`config.mk`:
```
export PLATFORM = sky130hd
export DESIGN_NAME = imem_boot_loader
export DESIGN_NICKNAME = d
export VERILOG_FILES = /design/src/rtl/boot_pkg.sv /design/src/rtl/byte_packer.sv /design/src/rtl/imem_boot_loader.sv
export SDC_FILE = /design/constraint.sdc
export NUM_CORES = 1
export LEC_CHECK = 0
export BUFFER_PORTS_ARGS = -buffer_cell sky130_fd_sc_hd__buf_2
export CAP_MARGIN = 20
export CORE_MARGIN = 5
export CORE_UTILIZATION = 40
export DETAILED_ROUTE_END_ITERATION = 8
export MAX_ROUTING_LAYER = met4
export PLACE_DENSITY = 0.63
export SLEW_MARGIN = 10
export SYNTH_ARGS = -nofsm -noshare
export SYNTH_HDL_FRONTEND = slang
export SYNTH_SLANG_ARGS = --single-unit
```
`constraint.sdc`:
```
create_clock -name clk -period 4.6 [get_ports clk]
set_input_delay 0.23 -clock clk [delete_from_list [all_inputs] [get_ports clk]]
set_output_delay 0.23 -clock clk [all_outputs]
set_load 0.02 [all_outputs]
```
`src/rtl/boot_pkg.sv`:
```
// Shared types and sizes for the instruction-memory boot loader.
package boot_pkg;

    localparam int unsigned HDR_BYTES  = 2;
    localparam int unsigned WORD_BYTES = 4;
    localparam int unsigned BYTE_W     = 8;
    localparam int unsigned LEN_W      = BYTE_W * HDR_BYTES;
    localparam int unsigned WORD_W     = BYTE_W * WORD_BYTES;
    localparam int unsigned IDX_W      = $clog2(WORD_BYTES);

    typedef enum logic [2:0] {
        LEN_LO,
        LEN_HI,
        DATA,
        DONE,
        ERR
    } boot_state_e;

endpackage

```
`src/rtl/byte_packer.sv`:
```
// Packs accepted bytes LSB-first into 32-bit words; presents each finished word for one cycle.
module byte_packer
    import boot_pkg::*;
(
    input  logic              clk,
    input  logic              rst,
    input  logic              byte_en,
    input  logic [BYTE_W-1:0] byte_in,
    output logic              word_last_c,
    output logic              word_valid,
    output logic [WORD_W-1:0] word
);

    logic [IDX_W-1:0]  idx_q, idx_d;
    logic [WORD_W-1:0] asm_q, asm_d;
    logic [WORD_W-1:0] word_q, word_d;
    logic              word_valid_q, word_valid_d;

    assign word_last_c = byte_en && (idx_q == IDX_W'(WORD_BYTES - 1));
    assign word_valid  = word_valid_q;
    assign word        = word_q;

    // Drop the byte into its lane; the fourth byte completes and publishes the word.
    always_comb begin
        idx_d        = idx_q;
        asm_d        = asm_q;
        word_d       = word_q;
        word_valid_d = 1'b0;
        if (byte_en) begin
            for (int unsigned k = 0; k < WORD_BYTES; k++) begin
                if (idx_q == IDX_W'(k)) begin
                    asm_d[k*BYTE_W +: BYTE_W] = byte_in;
                end
            end
            idx_d = idx_q + IDX_W'(1);
            if (word_last_c) begin
                word_d       = asm_d;
                word_valid_d = 1'b1;
            end
        end
    end

    always_ff @(posedge clk) begin
        if (!rst) begin
            idx_q        <= '0;
            asm_q        <= '0;
            word_q       <= '0;
            word_valid_q <= 1'b0;
        end else begin
            idx_q        <= idx_d;
            asm_q        <= asm_d;
            word_q       <= word_d;
            word_valid_q <= word_valid_d;
        end
    end

endmodule

```
`src/rtl/imem_boot_loader.sv`:
```
// Loads a length-prefixed byte stream into instruction memory, then releases the CPU from reset.
module imem_boot_loader
    import boot_pkg::*;
#(
    parameter int unsigned ADDR_W = 8
) (
    input  logic              clk,
    input  logic              rst,
    input  logic [BYTE_W-1:0] in_data,
    input  logic              in_valid,
    output logic              in_ready,
    output logic              imem_we,
    output logic [ADDR_W-1:0] imem_addr,
    output logic [WORD_W-1:0] imem_wdata,
    output logic              cpu_rst,
    output logic              done,
    output logic              error
);

    localparam logic [LEN_W:0] CAPACITY = (LEN_W + 1)'(2 ** ADDR_W);

    boot_state_e       state_q, state_d;
    logic [LEN_W-1:0]  len_q, len_d;
    logic [ADDR_W-1:0] word_idx_q, word_idx_d;
    logic [ADDR_W-1:0] imem_addr_q, imem_addr_d;
    logic              in_ready_q, in_ready_d;
    logic              cpu_rst_q, cpu_rst_d;
    logic              done_q, done_d;
    logic              error_q, error_d;

    logic              accept;
    logic              byte_en;
    logic              word_last_c;
    logic              last_word;
    logic [LEN_W-1:0]  len_full;

    assign accept    = in_valid && in_ready_q;
    assign byte_en   = accept && (state_q == DATA);
    assign len_full  = {in_data, len_q[BYTE_W-1:0]};
    assign last_word = (LEN_W'(word_idx_q) == (len_q - LEN_W'(1)));

    byte_packer u_packer (
        .clk         (clk),
        .rst         (rst),
        .byte_en     (byte_en),
        .byte_in     (in_data),
        .word_last_c (word_last_c),
        .word_valid  (imem_we),
        .word        (imem_wdata)
    );

    // Header parse, word sequencing and registered status outputs.
    always_comb begin
        state_d     = state_q;
        len_d       = len_q;
        word_idx_d  = word_idx_q;
        imem_addr_d = imem_addr_q;
        case (state_q)
            LEN_LO: begin
                if (accept) begin
                    len_d[BYTE_W-1:0] = in_data;
                    state_d           = LEN_HI;
                end
            end
            LEN_HI: begin
                if (accept) begin
                    len_d = len_full;
                    if (len_full == '0) begin
                        state_d = DONE;
                    end else if ({1'b0, len_full} > CAPACITY) begin
                        state_d = ERR;
                    end else begin
                        state_d = DATA;
                    end
                end
            end
            DATA: begin
                if (word_last_c) begin
                    imem_addr_d = word_idx_q;
                    word_idx_d  = word_idx_q + ADDR_W'(1);
                end
                // in_ready is low only while the final word is being written.
                if (imem_we && !in_ready_q) begin
                    state_d = DONE;
                end
            end
            DONE, ERR: begin
            end
            default: state_d = LEN_LO;
        endcase

        in_ready_d = ((state_d == LEN_LO) || (state_d == LEN_HI) || (state_d == DATA))
                     && !(word_last_c && last_word);
        cpu_rst_d  = (state_d != DONE);
        done_d     = (state_d == DONE);
        error_d    = (state_d == ERR);
    end

    always_ff @(posedge clk) begin
        if (!rst) begin
            state_q     <= LEN_LO;
            len_q       <= '0;
            word_idx_q  <= '0;
            imem_addr_q <= '0;
            in_ready_q  <= 1'b0;
            cpu_rst_q   <= 1'b1;
            done_q      <= 1'b0;
            error_q     <= 1'b0;
        end else begin
            state_q     <= state_d;
            len_q       <= len_d;
            word_idx_q  <= word_idx_d;
            imem_addr_q <= imem_addr_d;
            in_ready_q  <= in_ready_d;
            cpu_rst_q   <= cpu_rst_d;
            done_q      <= done_d;
            error_q     <= error_d;
        end
    end

    assign in_ready  = in_ready_q;
    assign imem_addr = imem_addr_q;
    assign cpu_rst   = cpu_rst_q;
    assign done      = done_q;
    assign error     = error_q;

endmodule

```
# Yosys cells after proc, flatten, opt, wreduce, memory -nomap -nowiden
# Index checks and enable logic that the tools add are counted.
[op_classes] bitwise_logic=1 addsub=3 mux=13 n_reduce_logical=20 n_lt_le_gt_ge=1 n_eq_ne=13
[ops] operator="8-bit two-way mux" count=5
[ops] operator="8-bit by 16-bit == test with 1-bit output" count=1
[ops] operator="16-bit by 9-bit > comparator with 1-bit output (second input constant)" count=1
[ops] operator="16-bit zero test" count=1
[ops] operator="8-bit case mux with 2 select lines" count=1
[ops] operator="16-bit by 1-bit subtractor with 16-bit output (second input constant)" count=1
[ops] operator="3-bit two-way mux" count=5
[ops] operator="3-bit by 2-bit == test with 1-bit output (second input constant)" count=4
[ops] operator="3-bit case mux with 4 select lines" count=1
[ops] operator="8-bit by 1-bit adder with 8-bit output (second input constant)" count=1
[ops] operator="2-bit AND reduction" count=4
[ops] operator="3-bit by 1-bit == test with 1-bit output (second input constant)" count=2
[ops] operator="3-bit == test (second input constant)" count=2
[ops] operator="1-bit logical AND" count=6
[ops] operator="3-bit zero test" count=2
[ops] operator="2-bit == test (second input constant)" count=2
[ops] operator="3-bit by 2-bit inequality test with 1-bit output (second input constant)" count=1
[ops] operator="3-bit AND reduction" count=1
[ops] operator="2-bit by 1-bit adder with 2-bit output (second input constant)" count=1
[ops] operator="2-bit by 1-bit == test with 1-bit output (second input constant)" count=1
[ops] operator="1-bit zero test" count=2
[ops] operator="2-bit zero test" count=1
[ops] operator="1-bit logical OR" count=2
[ops] operator="2-bit OR reduction" count=1
[ops] operator="other kinds (2)" count=2
[word_totals] out_inout_bits=45 register_bits=106 wordCells=64

# Depth between registers and ports, before layout
# Gate-level depths: netlist of the first run.
[logic_depth] word_depth=9 depth_mapped=9

# Modules after synthesis
# A second synthesis of the first run with hierarchy kept.
[unflattened] hier_cells=536 hier_area_um2=5220.0
[modules_own_cells] module="byte_packer" cells_per_inst=319 instances=1 seq_area_each_um2=1341.3 area_each_um2=3233.1
[modules_own_cells] module="imem_boot_loader" cells_per_inst=217 instances=1 seq_area_each_um2=780.7 area_each_um2=1986.9

# Worst setup path before layout of the first run
# Ideal clock, no wire load.
[synth_timing] path_type="register -> register" start="register in_ready_q (netlist: in_ready)" end="register word_idx_q[5]" required_ns=4.485 path_slack_ns=2.747 setup_time_ns=0.115 t_arrival_ns=1.738 path_stages_with_launch=7 synth_period_minus_slack_ns=1.853 path_buffers=0 path_cell_list="dfxtp_1 > nand2_1 > nor4_2 > and4_1 > nand3_1 > xnor2_1 > and2_1"
[synth_between] elab_chain_cells=4
[synth_lines] item="from (decl)" line_no="imem_boot_loader.sv:26" rtl="logic in_ready_q, in_ready_d;"
[synth_lines] item="from (signal assigned)" line_no="imem_boot_loader.sv:114" rtl="in_ready_q <= in_ready_d;"
[synth_lines] item="1-bit logical AND" line_no="imem_boot_loader.sv:37" rtl="assign accept = in_valid && in_ready_q;"
[synth_lines] item="1-bit logical AND" line_no="imem_boot_loader.sv:38" rtl="assign byte_en = accept && (state_q == DATA);"
[synth_lines] item="1-bit logical AND" line_no="byte_packer.sv:19" rtl="assign word_last_c = byte_en && (idx_q == IDX_W'(WORD_BYTES - 1));"
[synth_lines] item="2-bit AND reduction (no line)"
[synth_lines] item="to (signal assigned)" line_no="imem_boot_loader.sv:112" rtl="word_idx_q <= word_idx_d;"
[synth_lines] item="to (decl)" line_no="imem_boot_loader.sv:24" rtl="logic [ADDR_W-1:0] word_idx_q, word_idx_d;"
# No other way between the ends.
# A chain may end at the register's enable or synchronous reset.

# Worst setup path in the final report of the first run
[layout_timing] start="register in_ready_q (netlist: in_ready)" end="register in_ready_q (netlist: in_ready)"
[layout_between] elab_chain_cells=8 word_cells_on_any_way=17 cone_classes="eq/ne: 2; mux: 4; reduce/logical: 11"
[layout_lines] item="1-bit zero test" line_no="imem_boot_loader.sv:83" rtl="if (imem_we && !in_ready_q) begin"
[layout_lines] item="1-bit logical AND" line_no="imem_boot_loader.sv:83"
[layout_lines] item="3-bit two-way mux" line_no="imem_boot_loader.sv:83"
[layout_lines] item="3-bit case mux with 4 select lines" line_no="imem_boot_loader.sv:58" rtl="case (state_q)"
[layout_lines] item="3-bit by 1-bit == test with 1-bit output or 3-bit zero test (tied branches)" line_no="imem_boot_loader.sv:92" rtl="in_ready_d = ((state_d == LEN_LO) || (state_d == LEN_HI) || (state_d == DATA))"
[layout_lines] item="1-bit logical OR (2 in a row)" line_no="imem_boot_loader.sv:92"
[layout_lines] item="1-bit logical AND (*)" line_no="imem_boot_loader.sv:93" rtl="&& !(word_last_c && last_word);"
# Mark *: on every way between the ends. The rest lies on a longest branch, timed or not.

==> results summary, run 1 <==
The flow ran to the end, and the final reports show no timing, DRC or antenna violations. Data on the critical path arrives at its endpoint at 2740 ps. The count of flip-flops with a built-in enable after synthesis came out at 0. The total I/O pin count came out at 56. Max-cap violations in this run came to 0. The peak clock frequency supported by timing is 399 MHz. For this design the static power due to leakage is 2.12 nW. The relative area change from synthesis to final layout is 11.1%.

For this run, asynchronously set or reset flops after synthesis account for 0%. The worst setup path is captured at a register. The total number of H-tree levels is 3. The total wire length after detailed routing is 9.76 mm.

The initial core utilization is 41.0%. The initial antenna violation count is 0. The number of nets at the end of the flow is 530.

Leaving out fill and tap cells, the most frequent cells in the layout are sky130_fd_sc_hd__dfxtp_1, sky130_fd_sc_hd__nand2_1, sky130_fd_sc_hd__buf_2. The library cell used most frequently in the layout, excluding fill and tap cells, is sky130_fd_sc_hd__dfxtp_1. The post-layout total power came out at 1.48 mW. For this run, the detailed router's first-pass iteration total came to 4.

After clock tree synthesis, the clock-pin slew on the worst setup and hold paths is 90 ps. The die footprint came out at 0.0133 sq mm. The tightest min-delay check is of the in2reg type.

For this run, design rule violations remaining after detail routing come to 0. The Yosys step of the flow raised 0 warnings. The number of antenna diodes in the final layout is 0.

Power spread over the standard cell area amounts to 299 mW/mm^2. The maximum vdd drop is 177 uV. After layout, the worst path uses 54.4% of the clock period.

The half-perimeter wire length of the detailed placement result is 6.50 mm. The post-synthesis area per instance came out at 9.16 sq um. From bottom edge to top edge, the die measures 115 um.

The worst-skew pair later-pin latency came out at 360 ps. By startpoint and endpoint, the worst setup path is classified as reg2reg. The core region is 0.0108 sq mm. Setup violations remaining at the end of the flow were counted as 0. Counting the fill cells in the layout gives 1,097. The number of hold buffers added after cts came out at 0. The count of cells in the finished layout, fillers not included, comes to 657. The TritonCTS clock tree is yes. The flop and latch count out of synthesis came out at 98. The worst setup slack before clock tree synthesis is 2100 ps. The final worst-path setup slack came out at 2100 ps.

The final max-slew violation count is 0. The floorplan die width is 115 um. The clock tree root driver cell is sky130_fd_sc_hd__clkbuf_8. STA classifies the critical path startpoint as a register. The final number of hold-violating endpoints is 0.

The required time reported for the critical path endpoint came out at 4840 ps. The count of instances resized after the clock tree is built is 0. In this run the tool buffered the top-level ports with 55 buffer cells. The largest net degree at the start of global routing came out at 52.

The number of clock sinks seen by CTS is 98. After detailed routing, the number of vias per cell comes to 5.08. In the synthesized netlist the dominant register cell turns out to be sky130_fd_sc_hd__dfxtp_1. The count of distinct cell types in the synthesized netlist came out at 42. The proportion of synthesized chip area in sequential cells is 44.2%. The first global-routing pass estimated 16.6 mm of wire. At the pin with the least slew margin, the transition time is 804 ps. Clock tree synthesis inserted a total of 9 buffers. The worst path needs 2500 ps of the cycle, external delays included.

Of the cells placed in the final design, the portion with a size suffix greater than 1 is 15.7%. Detailed routing inserted a total of 3,337 vias. The overall global routing resource usage came out at 15.7%. The average wire per standard cell came out at 14.9 um. Setup repair after global routing left no endpoint under its margin.

The weighted congestion at the end of routability-driven global placement is 0.804. The count of nets left with antenna violations after detail routing is 0. The post-route clock skew came out at 12.3 ps. The number of design-rule violations left by the first detailed-router iteration is 193. The tightest hold path in the finished design has a slack of 252 ps. The cell count after placement came out at 642. The net count of the mapped netlist came out at 502. For this run the aggregate overflow at the end of global routing stands at 0. The synthesized netlist cell count is 485.

Summed over all failing endpoints, the final setup total negative slack is 0 ps. The most area-hungry cell type in the Yosys netlist is sky130_fd_sc_hd__dfxtp_1. The mapped cell area came out at 0.00444 sq mm. The row count came out at 38. Sorting the synthesized cells by area gives the leading types as sky130_fd_sc_hd__dfxtp_1, sky130_fd_sc_hd__mux2i_1, sky130_fd_sc_hd__nand2_1. Headroom to the max-slew limit came out at 46.4%.

The maximum root-to-sink buffer count is 2. The number of global-route vias before repair is 3,317. The proportion of netlist area held by the largest area contributor came out at 44.2%. Along the worst path, the maximum fanout reaches 30. The post-CTS setup-driven buffer insertion count is 0.
[power breakdown]
group          leakage [nW]  internal (mW)  switching (mW)
clock                0.0750          0.197           0.301
sequential            0.791          0.855          0.0115
combinational          1.25         0.0469          0.0657
total                  2.12           1.10           0.379
[final timing paths]
kind / slack (ps) / cells after the start / endpoint / start
setup / recovery: 2100 / 7 / in_ready / in_ready
hold reg to reg: 470 / 2 / u_packer.asm_q[5] / u_packer.asm_q[5]
setup reg to reg: 2100 / 7 / in_ready / in_ready
hold / removal: 250 / 3 / u_packer.word[31] / in_data[7]
[kinds of logic (layout without fill, tap and decap cells)]
group | Yosys count | in the layout | synth area share (%)
mux | 42 | 42 | 9.46
flops | 98 | 98 | 44.2
compound gates | 78 | 78 | 14.4
xor+xnor | 21 | 21 | 4.14
fa+ha+maj | 6 | 6 | 1.69
simple gates | 193 | 193 | 21.7
buf+inv | 47 | 79 | 4.42
[per-layer routing]
layer	GRT usage, %	up-vias	wire (um)
li1	-	1701	-
met1	19.9	1576	4570
met2	26.1	48	4780
met3	3.42	12	305
met4	2.90	0	104
met5	-	-	0
[stage by stage]
| stage | area, sq um | util [%] |
|---|---|---|
| CTS | 4930 | 45.5 |
| global route | 4930 | 45.5 |
| detailed placement | 4770 | 44.0 |
| finish | 4930 | 45.5 |
| global placement | 4770 | 44.0 |
| floorplan | 4440 | - |
[worst max-delay path, cell delays in order (launching register included)]
cell                      delay, ps
sky130_fd_sc_hd__dfxtp_1        370
sky130_fd_sc_hd__nand2_1        200
sky130_fd_sc_hd__nor4b_4        260
sky130_fd_sc_hd__buf_4          340
sky130_fd_sc_hd__nand2_1        450
sky130_fd_sc_hd__nor4_1         430
sky130_fd_sc_hd__and4_1         250
sky130_fd_sc_hd__a21oi_1         70
[registers in the layout, summed over array words and instances, names as in the netlist]
name and count:
len_q 16, imem_addr 8, word_idx_q 8, u_packer.word 32, done 1, u_packer.word_valid 1
u_packer.asm_q 24, in_ready 1, error 1, u_packer.idx_q 2, state_q 3, cpu_rst 1
[final cells by class]
cell class | instances | area, sq um | area share, %
clock inverters | 5 | 40.0 | 0.811
multi-input cells | 340 | 2300 | 46.7
inverters | 4 | 15.0 | 0.304
clock buffers | 10 | 128 | 2.59
flip-flops and latches | 98 | 1960 | 39.8
well taps | 140 | 175 | 3.55
repair buffers | 60 | 313 | 6.34
[cell usage after synthesis (all sizes together) (3+ instances only)]
cell type	count
a21boi	41
a21oi	3
and2	11
buf	10
clkbuf	33
dfxtp	98
ha	6
inv	4
mux2i	42
nand2	95
nand3	32
nand3b	3
nor2	10
nor2b	19
nor3	7
nor4	6
o211a	24
xnor2	13
xor2	8
Note: power is estimated with default switching activity, not from simulation.
==> inputs of run 2 (changes only) <==
- PLACE_DENSITY: 0.63 -> 0.65
- clock period: 4.6 -> 2.1 ns (I/O delays scaled with it)
==> results summary, run 2 (same netlist as run 1, synthesis figures left out) <==
The run finished with clean final reports. The first detailed-routing pass took 4 iterations. The floorplan die width came out at 115 um. STA puts the critical path data required time at 2350 ps. By startpoint and endpoint, the worst setup path is classified as reg2reg.

The initialized floorplan defines 38 standard-cell rows. The maximum root-to-sink buffer count came out at 2. The relative area change from synthesis to final layout is 14.5%. Once the clock tree was built, the resizer swapped 0 gates to a different size. The power share of the combinational group is 7.3%. The post-place instance area came out at 0.00487 sq mm.

The initial antenna violation count is 0. TritonCTS built the clock tree. The half-perimeter wire length of the detailed placement result came out at 6.87 mm.

The area of the core is 0.0108 sq mm. Across the routed clock network, the largest skew measured is 13.5 ps. The congestion estimate from routability-driven global placement came to 0.874. The number of global-route vias before repair is 3,370. The count of nets left with antenna violations after detail routing is 0.

For this run, the top clock speed supported by timing is 524 MHz. The initial core utilization came out at 41.0%. The clock buffer count from CTS is 9.

The most common cell after layout, fill and taps aside is sky130_fd_sc_hd__dfxtp_1. The setup slack of the worst register-to-register path is 190 ps. After routing, the total negative slack on setup checks comes to 0 ps.

The count of final setup violators came out at 0. The total number of H-tree levels is 3. For this design the ratio of total power to cell area is 686 mW/mm^2.

The overall global routing resource usage is 16.4%. The utilization after layout came out at 46.9%. In the layout the commonest cells are sky130_fd_sc_hd__dfxtp_1, sky130_fd_sc_hd__nand2_1, sky130_fd_sc_hd__buf_2.

In this run, flip-flops and latches consume 54.4% of the power. The switching power total came out at 807 uW. The number of hold buffers added after cts came out at 0. In this run the worst path has a maximum fanout of 6. The die is 115 um tall.

The clock period minus worst slack is 1910 ps. The final cycle utilization of the critical path came out at 90.9%. The worst setup slack before clock tree synthesis is 219 ps. The wire length of the first global-routing pass came out at 16.8 mm.

After global routing the overflow that remains totals 0. The net switching fraction of the power came out at 23.1%. The worst setup path is captured at a register. The final worst-path setup slack is 192 ps.

The number of design-rule violations left by the first detailed-router iteration is 200. On the final layout, the worst hold slack is 106 ps. Walking the worst path, the cells encountered are nor4_4 > nand2_2 > or4b_1 > o211ai_1 > and4_1 > a21oi_1. The worst-margin pin slew is 636 ps. Internal power comes to 2.68 mW.

Setup repair after global routing left no endpoint under its margin. The average wire per standard cell is 14.9 um. The register with the most flip-flops in the layout has 32 of them. The worst slew slack as a fraction of its limit came out at 57.6%.

The die footprint came out at 0.0133 sq mm. Among cell families on the critical path, the largest total delay comes from simple AND/OR/NAND/NOR gates. The worst-path cell with the longest stage delay is sky130_fd_sc_hd__or4b_1. The data arrival time of the critical path is 2160 ps. Excluding fillers, the count of instances in the completed layout stands at 670. The final layout contains 542 nets. The number of buffers and inverters on the critical path is 0. The post-layout total power came out at 3.49 mW. After detailed routing, the number of vias per cell comes to 5.11. The tree is rooted in a sky130_fd_sc_hd__clkbuf_8. The maximum cell stage delay along the critical path came out at 520 ps. The maximum vdd drop came out at 326 uV.

The type of the worst min-delay path is in2reg. The finished cells cover 0.00509 sq mm. STA classifies the critical path startpoint as a register.

The total wire length after detailed routing came out at 9.97 mm. The total inserted antenna cells is 0. The final max-slew violation count is 0. The residual DRC count is 0. The largest net degree at the start of global routing is 59. The proportion of power drawn by the clock network is 38.3%. The number of placed instances, taps included, is 654. The leakage power came out at 2.22 nW.

The number of setup buffers added after CTS is 0. The clock-pin slew on the worst setup and hold paths came out at 90 ps. The detailed-route via count came out at 3,423. The number of max-cap violations is 0.

Clock latency on the worst-skew pair, taken at its later pin, is 370 ps. Buffers placed on the I/O ports in this run total 55. The number of clock sinks seen by CTS came out at 98. The final number of hold-violating endpoints was 0. During I/O placement, the number of pins put on the boundary was 56.

Cells with a size suffix above 1 make up 17.7% of the layout.
-- run 2: cell count changes in the layout (fill, tap and decap cells not counted) --
cell,previous run,this run
sky130_fd_sc_hd__inv_6,1,0
sky130_fd_sc_hd__bufinv_16,0,2
sky130_fd_sc_hd__clkinv_2,0,2
sky130_fd_sc_hd__buf_12,0,1
sky130_fd_sc_hd__clkinvlp_4,3,1
sky130_fd_sc_hd__buf_4,5,16
sky130_fd_sc_hd__clkbuf_8,9,10
sky130_fd_sc_hd__clkinv_4,1,0
-- run 2: final cells by class --
| type | count | area [sq um] |
|---|---|---|
| fill | 1080 | 5750 |
| multi-input combinational | 340 | 2300 |
| sequential | 98 | 1960 |
| timing repair buffer | 72 | 415 |
| tap | 140 | 175 |
| clock buffer | 11 | 141 |
| clock inverter | 5 | 77.6 |
| inverter | 4 | 15.0 |
-- run 2: layer usage --
metal | vias to the layer above | track usage [%] | share of wire, %
li1 | 1734 | - | -
met1 | 1619 | 20.8 | 48
met2 | 55 | 25.5 | 47
met3 | 15 | 3.58 | 3.1
met4 | 0 | 6.34 | 1.9
met5 | - | - | 0
-- run 2: worst paths after layout --
kind,startpoint,end,cells past startpoint
hold reg to reg,u_packer.word[29],u_packer.word[29],2
setup / recovery,len_q[2],in_ready,6
setup reg to reg,len_q[2],in_ready,6
hold / removal,in_data[3],u_packer.asm_q[19],3
-- run 2: power by group through the flow --
stage,Clock (mW),Combinational [mW],Sequential [mW]
CTS,1.38,0.256,1.90
global route,1.48,0.281,1.90
global placement,0,0.250,1.94
finish,1.34,0.255,1.90
floorplan,0,0.193,1.93
detailed placement,0,0.254,1.94
-- run 2: worst register-to-register path: cells and delay by family (launching register included) --
kind               cells  cell delay, ps
DFF                    1             400
and+or+nand+nor        4            1250
AOI/OAI and AO/OA      2             150
